$ cat config.mk
export PLATFORM = sky130hd
export DESIGN_NAME = wb_rr_arbiter
export DESIGN_NICKNAME = d
export VERILOG_FILES = /design/src/rtl/wb_rr_arbiter.sv
export SDC_FILE = /design/constraint.sdc
export NUM_CORES = 1
export LEC_CHECK = 0
export CORE_AREA = 4 4 129 131
export DETAILED_ROUTE_END_ITERATION = 8
export DIE_AREA = 0 0 133 135
export PLACE_DENSITY = 0.54
export RECOVER_POWER = 50
export SLEW_MARGIN = 20
export SYNTH_ARGS = -nofsm -noshare
export SYNTH_HDL_FRONTEND = slang
export SYNTH_SLANG_ARGS = --single-unit
export TNS_END_PERCENT = 5
$ cat constraint.sdc
create_clock -name wb_clk_i -period 2.6 [get_ports wb_clk_i]
set_input_delay 0.78 -clock wb_clk_i [delete_from_list [all_inputs] [get_ports wb_clk_i]]
set_output_delay 0.78 -clock wb_clk_i [all_outputs]
set_load 0.03 [all_outputs]
$ cat src/rtl/wb_rr_arbiter.sv
// Two-master Wishbone round-robin arbiter with a stalled-cycle watchdog.
// The shared slave port is a combinational mux of the current owner, so the
// slave sees the owner's request and the owner sees the slave's termination
// in the same cycle.
module wb_rr_arbiter #(
  parameter int unsigned AW      = 32,
  parameter int unsigned DW      = 32,
  parameter int unsigned TIMEOUT = 255
) (
  input  logic                 wb_clk_i,
  input  logic                 wb_rst_i,
  // master 0
  input  logic [AW-1:0]        m0_adr_i,
  input  logic [DW-1:0]        m0_dat_i,
  input  logic [DW/8-1:0]      m0_sel_i,
  input  logic                 m0_we_i,
  input  logic                 m0_cyc_i,
  input  logic                 m0_stb_i,
  input  logic [2:0]           m0_cti_i,
  input  logic [1:0]           m0_bte_i,
  output logic [DW-1:0]        m0_dat_o,
  output logic                 m0_ack_o,
  output logic                 m0_err_o,
  output logic                 m0_rty_o,
  // master 1
  input  logic [AW-1:0]        m1_adr_i,
  input  logic [DW-1:0]        m1_dat_i,
  input  logic [DW/8-1:0]      m1_sel_i,
  input  logic                 m1_we_i,
  input  logic                 m1_cyc_i,
  input  logic                 m1_stb_i,
  input  logic [2:0]           m1_cti_i,
  input  logic [1:0]           m1_bte_i,
  output logic [DW-1:0]        m1_dat_o,
  output logic                 m1_ack_o,
  output logic                 m1_err_o,
  output logic                 m1_rty_o,
  // shared slave port
  output logic [AW-1:0]        s_adr_o,
  output logic [DW-1:0]        s_dat_o,
  output logic [DW/8-1:0]      s_sel_o,
  output logic                 s_we_o,
  output logic                 s_cyc_o,
  output logic                 s_stb_o,
  output logic [2:0]           s_cti_o,
  output logic [1:0]           s_bte_o,
  input  logic [DW-1:0]        s_dat_i,
  input  logic                 s_ack_i,
  input  logic                 s_err_i,
  input  logic                 s_rty_i,
  // status
  output logic [1:0]           grant_o,
  output logic                 timeout_o
);

  localparam int unsigned WDW = 16;
  localparam logic [WDW-1:0] WD_LIMIT = WDW'(TIMEOUT - 1);

  typedef enum logic [1:0] {
    ST_IDLE = 2'd0,
    ST_GNT0 = 2'd1,
    ST_GNT1 = 2'd2
  } state_t;

  state_t         r_state;
  state_t         w_state_nxt;
  logic           r_last_gnt;   // 0: m0 granted last, 1: m1 granted last
  logic [WDW-1:0] r_wd_cnt;

  logic           w_gnt0;
  logic           w_gnt1;
  logic           w_stall;
  logic           w_wd_fire;

  // State register and last-owner tracking, updated on each grant entry
  always_ff @(posedge wb_clk_i) begin
    if (wb_rst_i) begin
      r_state    <= ST_IDLE;
      r_last_gnt <= 1'b1;
    end else begin
      r_state <= w_state_nxt;
      if (w_state_nxt == ST_GNT0 && r_state != ST_GNT0) r_last_gnt <= 1'b0;
      if (w_state_nxt == ST_GNT1 && r_state != ST_GNT1) r_last_gnt <= 1'b1;
    end
  end

  // Next-state: hold while the owner keeps cyc, hand over directly on release
  always_comb begin
    w_state_nxt = r_state;
    unique case (r_state)
      ST_IDLE: begin
        if (m0_cyc_i && m1_cyc_i) w_state_nxt = r_last_gnt ? ST_GNT0 : ST_GNT1;
        else if (m0_cyc_i)        w_state_nxt = ST_GNT0;
        else if (m1_cyc_i)        w_state_nxt = ST_GNT1;
        else                      w_state_nxt = ST_IDLE;
      end
      ST_GNT0: begin
        if (!m0_cyc_i) w_state_nxt = m1_cyc_i ? ST_GNT1 : ST_IDLE;
      end
      ST_GNT1: begin
        if (!m1_cyc_i) w_state_nxt = m0_cyc_i ? ST_GNT0 : ST_IDLE;
      end
      default: w_state_nxt = ST_IDLE;
    endcase
  end

  // Grants are forced off while reset is held so nothing leaks mid-reset
  assign w_gnt0  = (r_state == ST_GNT0) && !wb_rst_i;
  assign w_gnt1  = (r_state == ST_GNT1) && !wb_rst_i;
  assign grant_o = {r_state == ST_GNT1, r_state == ST_GNT0};

  // Slave-port mux of the owner's request; all zero when nobody owns the bus
  always_comb begin
    s_adr_o = '0;
    s_dat_o = '0;
    s_sel_o = '0;
    s_we_o  = 1'b0;
    s_cyc_o = 1'b0;
    s_stb_o = 1'b0;
    s_cti_o = 3'b000;
    s_bte_o = 2'b00;
    if (w_gnt0) begin
      s_adr_o = m0_adr_i;
      s_dat_o = m0_dat_i;
      s_sel_o = m0_sel_i;
      s_we_o  = m0_we_i;
      s_cyc_o = m0_cyc_i;
      s_stb_o = m0_stb_i;
      s_cti_o = m0_cti_i;
      s_bte_o = m0_bte_i;
    end else if (w_gnt1) begin
      s_adr_o = m1_adr_i;
      s_dat_o = m1_dat_i;
      s_sel_o = m1_sel_i;
      s_we_o  = m1_we_i;
      s_cyc_o = m1_cyc_i;
      s_stb_o = m1_stb_i;
      s_cti_o = m1_cti_i;
      s_bte_o = m1_bte_i;
    end
  end

  // A real slave termination always wins over the watchdog
  assign w_stall   = s_cyc_o && s_stb_o && !(s_ack_i || s_err_i || s_rty_i);
  assign w_wd_fire = w_stall && (r_wd_cnt == WD_LIMIT);
  assign timeout_o = w_wd_fire;

  // Watchdog counts consecutive stalled cycles and restarts after firing
  always_ff @(posedge wb_clk_i) begin
    if (wb_rst_i || !w_stall || w_wd_fire) r_wd_cnt <= '0;
    else                                   r_wd_cnt <= WDW'(r_wd_cnt + 1'b1);
  end

  // Terminations reach only the owner, and only while its cycle is still open
  assign m0_dat_o = s_dat_i;
  assign m1_dat_o = s_dat_i;
  assign m0_ack_o = w_gnt0 && m0_cyc_i && s_ack_i;
  assign m0_rty_o = w_gnt0 && m0_cyc_i && s_rty_i;
  assign m0_err_o = w_gnt0 && m0_cyc_i && (s_err_i || w_wd_fire);
  assign m1_ack_o = w_gnt1 && m1_cyc_i && s_ack_i;
  assign m1_rty_o = w_gnt1 && m1_cyc_i && s_rty_i;
  assign m1_err_o = w_gnt1 && m1_cyc_i && (s_err_i || w_wd_fire);

endmodule

# After elaboration in Yosys (flattened, before gate mapping)
# Index checks and enable logic that the tools add are counted.
[totals]
register_bits = 19
latchBits = 0
ramBits = 0
romBits = 0
out_inout_bits = 149
elab_cells = 61
memories = 0
[classes]
add_sub_neg = 1
n_mul = 0
n_div = 0
order_cmp = 0
eq_ne = 7
shift = 0
n_mux = 24
bitwise = 0
n_reduce_logical = 26
[op_table]
columns = ["op", "n"]
rows = [
  ["32-bit 2-to-1 mux", 4],
  ["16-bit by 1-bit adder with 16-bit output, second input constant", 1],
  ["16-bit by 8-bit == test with 1-bit output, second input constant", 1],
  ["1-bit logical AND", 16],
  ["2-bit 2-to-1 mux", 8],
  ["4-bit 2-to-1 mux", 2],
  ["1-bit 2-to-1 mux", 7],
  ["3-bit 2-to-1 mux", 2],
  ["2-bit one-hot mux with 3 select lines", 1],
  ["1-bit logical OR", 5],
  ["2-bit by 1-bit == test with 1-bit output, second input constant", 2],
  ["2-bit == test, second input constant", 2],
  ["1-bit logical NOT", 3],
  ["2-bit logical NOT", 1],
  ["2-bit by 1-bit != test with 1-bit output, second input constant", 1],
  ["2-bit != test, second input constant", 1],
  ["2-bit OR reduction", 1],
]

# Longest topological paths before layout
[logic_depth]
depth_word = 9
ltp_mapped = 8
mapped_depth_nobuf = 6

# Worst setup path after synthesis
# OpenSTA, ideal clock, no wires.
[synth_timing]
path_type = "input port to output port"
startpoint = "input port wb_rst_i"
endpoint = "output port m0_err_o"
arrival_time_ps = 2565
required_ps = 1820
slack_ps = -745
path_stages = 4
path_buffers = 1
path_cell_list = "buf_1 > a21oi_1 > nand3b_2 > o21ai_0"
[synth_via]
elab_chain_len = 9
elab_cells_between_ends = 13
classes_between = "4 x mux; 9 x reduce/logical"
[synth_lines]
columns = ["element", "line_no", "rtl"]
rows = [
  ["start, declared", "11", "input logic wb_rst_i,"],
  ["1-bit logical NOT (*)", "108, 109", ""],
  ["1-bit logical AND", "109", "assign w_gnt1 = (r_state == ST_GNT1) && !wb_rst_i;"],
  ["1-bit 2-to-1 mux", "131", "end else if (w_gnt1) begin"],
  ["1-bit 2-to-1 mux (*)", "122", "if (w_gnt0) begin"],
  ["via s_stb_o", "44", "output logic s_stb_o,"],
  ["1-bit logical AND (*) (2 in series)", "144", "assign w_stall = s_cyc_o && s_stb_o && !(s_ack_i || s_err_i || s_rty_i);"],
  ["1-bit logical AND (*)", "145", "assign w_wd_fire = w_stall && (r_wd_cnt == WD_LIMIT);"],
  ["1-bit logical OR (*)", "159", "assign m0_err_o = w_gnt0 && m0_cyc_i && (s_err_i || w_wd_fire);"],
  ["1-bit logical AND (*)", "159", ""],
  ["end, declared", "23", "output logic m0_err_o,"],
]
# Mark *: on every way through the listed nets, which the timed path passes. The rest lies on a longest branch.

# Final worst setup path
[layout_timing]
startpoint = "register r_wd_cnt[11]"
endpoint = "output port m0_err_o"
[layout_via]
elab_chain_len = 4
[layout_lines]
columns = ["element", "line_no", "rtl"]
rows = [
  ["start, declared", "68", "logic [WDW-1:0] r_wd_cnt;"],
  ["start signal, assigned", "151", "else r_wd_cnt <= WDW'(r_wd_cnt + 1'b1);"],
  ["16-bit by 8-bit == test with 1-bit output", "145", ""],
  ["1-bit logical AND", "145", ""],
  ["1-bit logical OR", "159", ""],
  ["1-bit logical AND", "159", ""],
]
# No other way between the ends.

==> results.md <==
- Max Fclk: 385 MHz
- CP max FO: 4
- Initial antenna violation count: 3
- Final min period: 2600 ps
- Synth Net Count: between 400 and 500
- Post-synthesis sequential area ratio: 0.166
- DRC: 0
- Worst min-delay path class: flop to flop
- Critical path required time: roughly 1800 ps
- CTS root buf: clkbuf_16
- GRT Max-Usage Layer: met2
- Final period util: 1.00
- CP endpoint kind: output pin
- Post-synth EDFFs: 0
- Crit-path max cell delay: 550 ps
- Final Max Slew Viols: 0
- Cell Chain, Critical Path: or4b_4 > nor4_4 > nand3_1 > o21ai_2 > buf_6
- Met3 GRT Util: 0.0600
- CP max stage cell: or4b_4
- Layout area overhead: 120%
- Post-route cell area: about 0.005 mm^2
- Sink Count: 19
- Most used DFF post-synth: dfxtp_1
- Ys async rst share: 0
- CP Data Arrival Time: between 1500 and 2000 ps
- Fin util: 0.323
- Clock skew: ~6.2 ps
- Total global routing overflow: 0
- Clk slew on worst S/H paths: around 60 ps
- Met1 Use GR: 0.168
- Die Width: around 130 um
- IO Port Bufs: about 240
- Rows: 46
- Cell Pwr Density: approximately 260 mW/mm^2
- Slew HR: 0.576
- GP Congestion: approximately 0.83
- Worst VDD drop: ~240 uV
- Synth warn: 0
- Kind of start point of the critical path: flop
- Vias in the first global route: between 3,000 and 4,000
- N_diodes: 0
- Max Cap Viol: 0
- Total routed wirelength: roughly 15,000 um
- Fraction of final layout cells sized beyond drive strength 1: 0.340
- Final setup fails: 0
- Area of placed instances: roughly 0.0047 mm^2
- Post-route ant nets: 0
- Global Route met2 Usage: 0.256
- Clk Latency, worst-skew pair: 250 ps
- H-tree depth: 1
- Total GRT Usage: 0.145
- Final HPWL DP: around 12,000 um
- Vias/cell: roughly 4.3
- #FFs+latches synth: 19
- Cell count after synthesis: 280
- Total Neg Setup Slack: 0 ps
- DR pass1 iterations: 4
- CTS tree: done
- CTS Hold Bufs: 0
- Core Box Area: between 0.015 and 0.02 mm^2
- Total power: between 1000 and 1500 uW
- Synthesized area per cell: between 8 and 9 um^2
- Final Hold Viols: 0
- WL per Instance: about 22 um
- Worst slew pin tran: around 640 ps
- Boundary pin count: 338
- Total die area: 0.0180 mm^2
- Largest net degree at the start of global routing: 55
- Die Y: 135 um
- Yosys cell types: 39
- Via Count: approximately 2,900
- Initial DRC count: 86
- Crit path kind: flop to output pin
- Static leakage: 0.00199 uW
- Initial Util: 0.147
- Clock Path Buffers: 2
- TritonCTS Buffers: 3
- First-pass GRT wire length: between 20,000 and 25,000 um
- Final net count: between 600 and 700
- Status: finished, final reports clean
- WHS: between 500 and 600 ps
- Synthesized area: roughly 0.0023 mm^2
- RSZ-0062 raised after global routing: yes
-- worst max-delay path: cells and delay by family, from the launching register on --
| family | cells | cell delay, ps |
|---|---|---|
| buffers and inverters | 1 | 150 |
| AND/OR/NAND/NOR | 3 | 900 |
| AO/OA/AOI/OAI | 1 | 180 |
| flip-flops | 1 | 340 |
-- cell type report --
| cell class | count | area, um^2 |
|---|---|---|
| inverter | 3 | 11.3 |
| timing repair buffer | 258 | 2760 |
| multi-input combinational | 172 | 1520 |
| clock inverter | 1 | 7.51 |
| tap | 216 | 270 |
| sequential | 19 | 389 |
| clock buffer | 3 | 75.1 |
| fill | 1601 | 10600 |
-- cell families (layout without fill, tap and decap cells) --
| logic type | Yosys count | count (layout) | synth area share |
|---|---|---|---|
| flip-flops | 19 | 19 | 0.166 |
| AND/OR/NAND/NOR | 71 | 71 | 0.190 |
| buffers and inverters | 89 | 265 | 0.264 |
| AO/OA/AOI/OAI | 87 | 87 | 0.322 |
| XOR/XNOR | 12 | 12 | 0.0460 |
| adder cells (fa/ha/maj) | 2 | 2 | 0.0109 |
-- synth_stat cells (2+ instances only) --
| cell | n | area share |
|---|---|---|
| buf_1 | 3 | 0.0049 |
| and2_1 | 5 | 0.014 |
| inv_1 | 3 | 0.0049 |
| nand2_1 | 9 | 0.015 |
| nor3_1 | 17 | 0.037 |
| a21oi_1 | 2 | 0.0044 |
| nand3_1 | 8 | 0.018 |
| xor2_1 | 2 | 0.0077 |
| or3_1 | 2 | 0.0055 |
| o21ai_0 | 4 | 0.0088 |
| buf_2 | 11 | 0.024 |
| nor2_1 | 6 | 0.0098 |
| buf_4 | 66 | 0.22 |
| a22o_1 | 74 | 0.28 |
| ha_1 | 2 | 0.011 |
| clkbuf_1 | 4 | 0.0066 |
| o22ai_1 | 2 | 0.0055 |
| nor4_1 | 5 | 0.014 |
| dfxtp_1 | 19 | 0.17 |
| nor2b_1 | 4 | 0.011 |
| nand3b_1 | 2 | 0.0066 |
| and3b_1 | 4 | 0.015 |
| xnor2_1 | 10 | 0.038 |
-- per-stage QoR --
step | setup WS (ps) | cells
6_report | 0.788 | 672
5_1_grt | -107 | 672
3_3_place_gp | -441 | 663
4_1_cts | -35.1 | 671
2_1_floorplan | 39.4 | 280
3_5_place_dp | -454 | 663
-- timing repair --
| item | 4_1_cts | 5_1_grt |
|---|---|---|
| endpoints found under the hold margin | 0 | 0 |
| setup endpoints to repair | 82 | 69 |
| gates resized for setup | 32 | 23 |
| buffers inserted | 3 | 0 |
| gates cloned | 1 | 1 |
| pin swaps | 7 | 6 |
-- per-layer routing --
| layer | share of wire | routed length [um] |
|---|---|---|
| met1 | 0.38 | 5520 |
| met2 | 0.50 | 7310 |
| met3 | 0.10 | 1510 |
| met4 | 0.011 | 164 |
| met5 | 0.0021 | 31 |
-- cells in the final DEF (no fill, tap or decap), drive strengths merged --
master / synthesis / routed
clkdlybuf4s50: 0 / 150
buf: 81 / 98
a22o: 74 / 74
dfxtp: 19 / 19
nor3: 17 / 17
xnor2: 10 / 10
nand2: 9 / 9
nand3: 9 / 9
dlygate4sd2: 0 / 7
nor2: 6 / 6
nor4: 6 / 6
clkbuf: 5 / 6
and2: 5 / 5
nor2b: 4 / 4
and3b: 4 / 4
o21ai: 4 / 4
inv: 3 / 3
nand3b: 3 / 3
xor2: 2 / 2
o22ai: 2 / 2
or3: 2 / 2
ha: 2 / 2
a21oi: 2 / 2
a211oi: 2 / 2
and2b: 1 / 1
a22oi: 1 / 1
nand2b: 1 / 1
or4b: 1 / 1
and4: 1 / 1
nor4b: 1 / 1
a311o: 1 / 1
o41ai: 1 / 1
or3b: 1 / 1
clkinvlp: 0 / 1
-- power by group --
| part | switching [uW] | leakage, uW | internal, uW |
|---|---|---|---|
| clock network | 122 | 0.0000371 | 208 |
| registers | 6.00 | 0.000155 | 294 |
| logic | 291 | 0.00180 | 407 |
-- final timing paths --
check / from / endpoint / cells after the start / slack, ps
worst max register to register: r_wd_cnt[11] / r_wd_cnt[13] / 4 / 620
worst max-delay path: r_wd_cnt[11] / m0_err_o / 5 / 0.8
worst min register to register: r_wd_cnt[0] / r_wd_cnt[0] / 1 / 500
worst min-delay path: r_wd_cnt[0] / r_wd_cnt[0] / 1 / 500
-- registers in the layout, indices dropped and copies added, names as in the netlist --
signal and count:
r_last_gnt 1, r_state 2, r_wd_cnt 16
No activity file was read; power rests on OpenSTA's default activity.
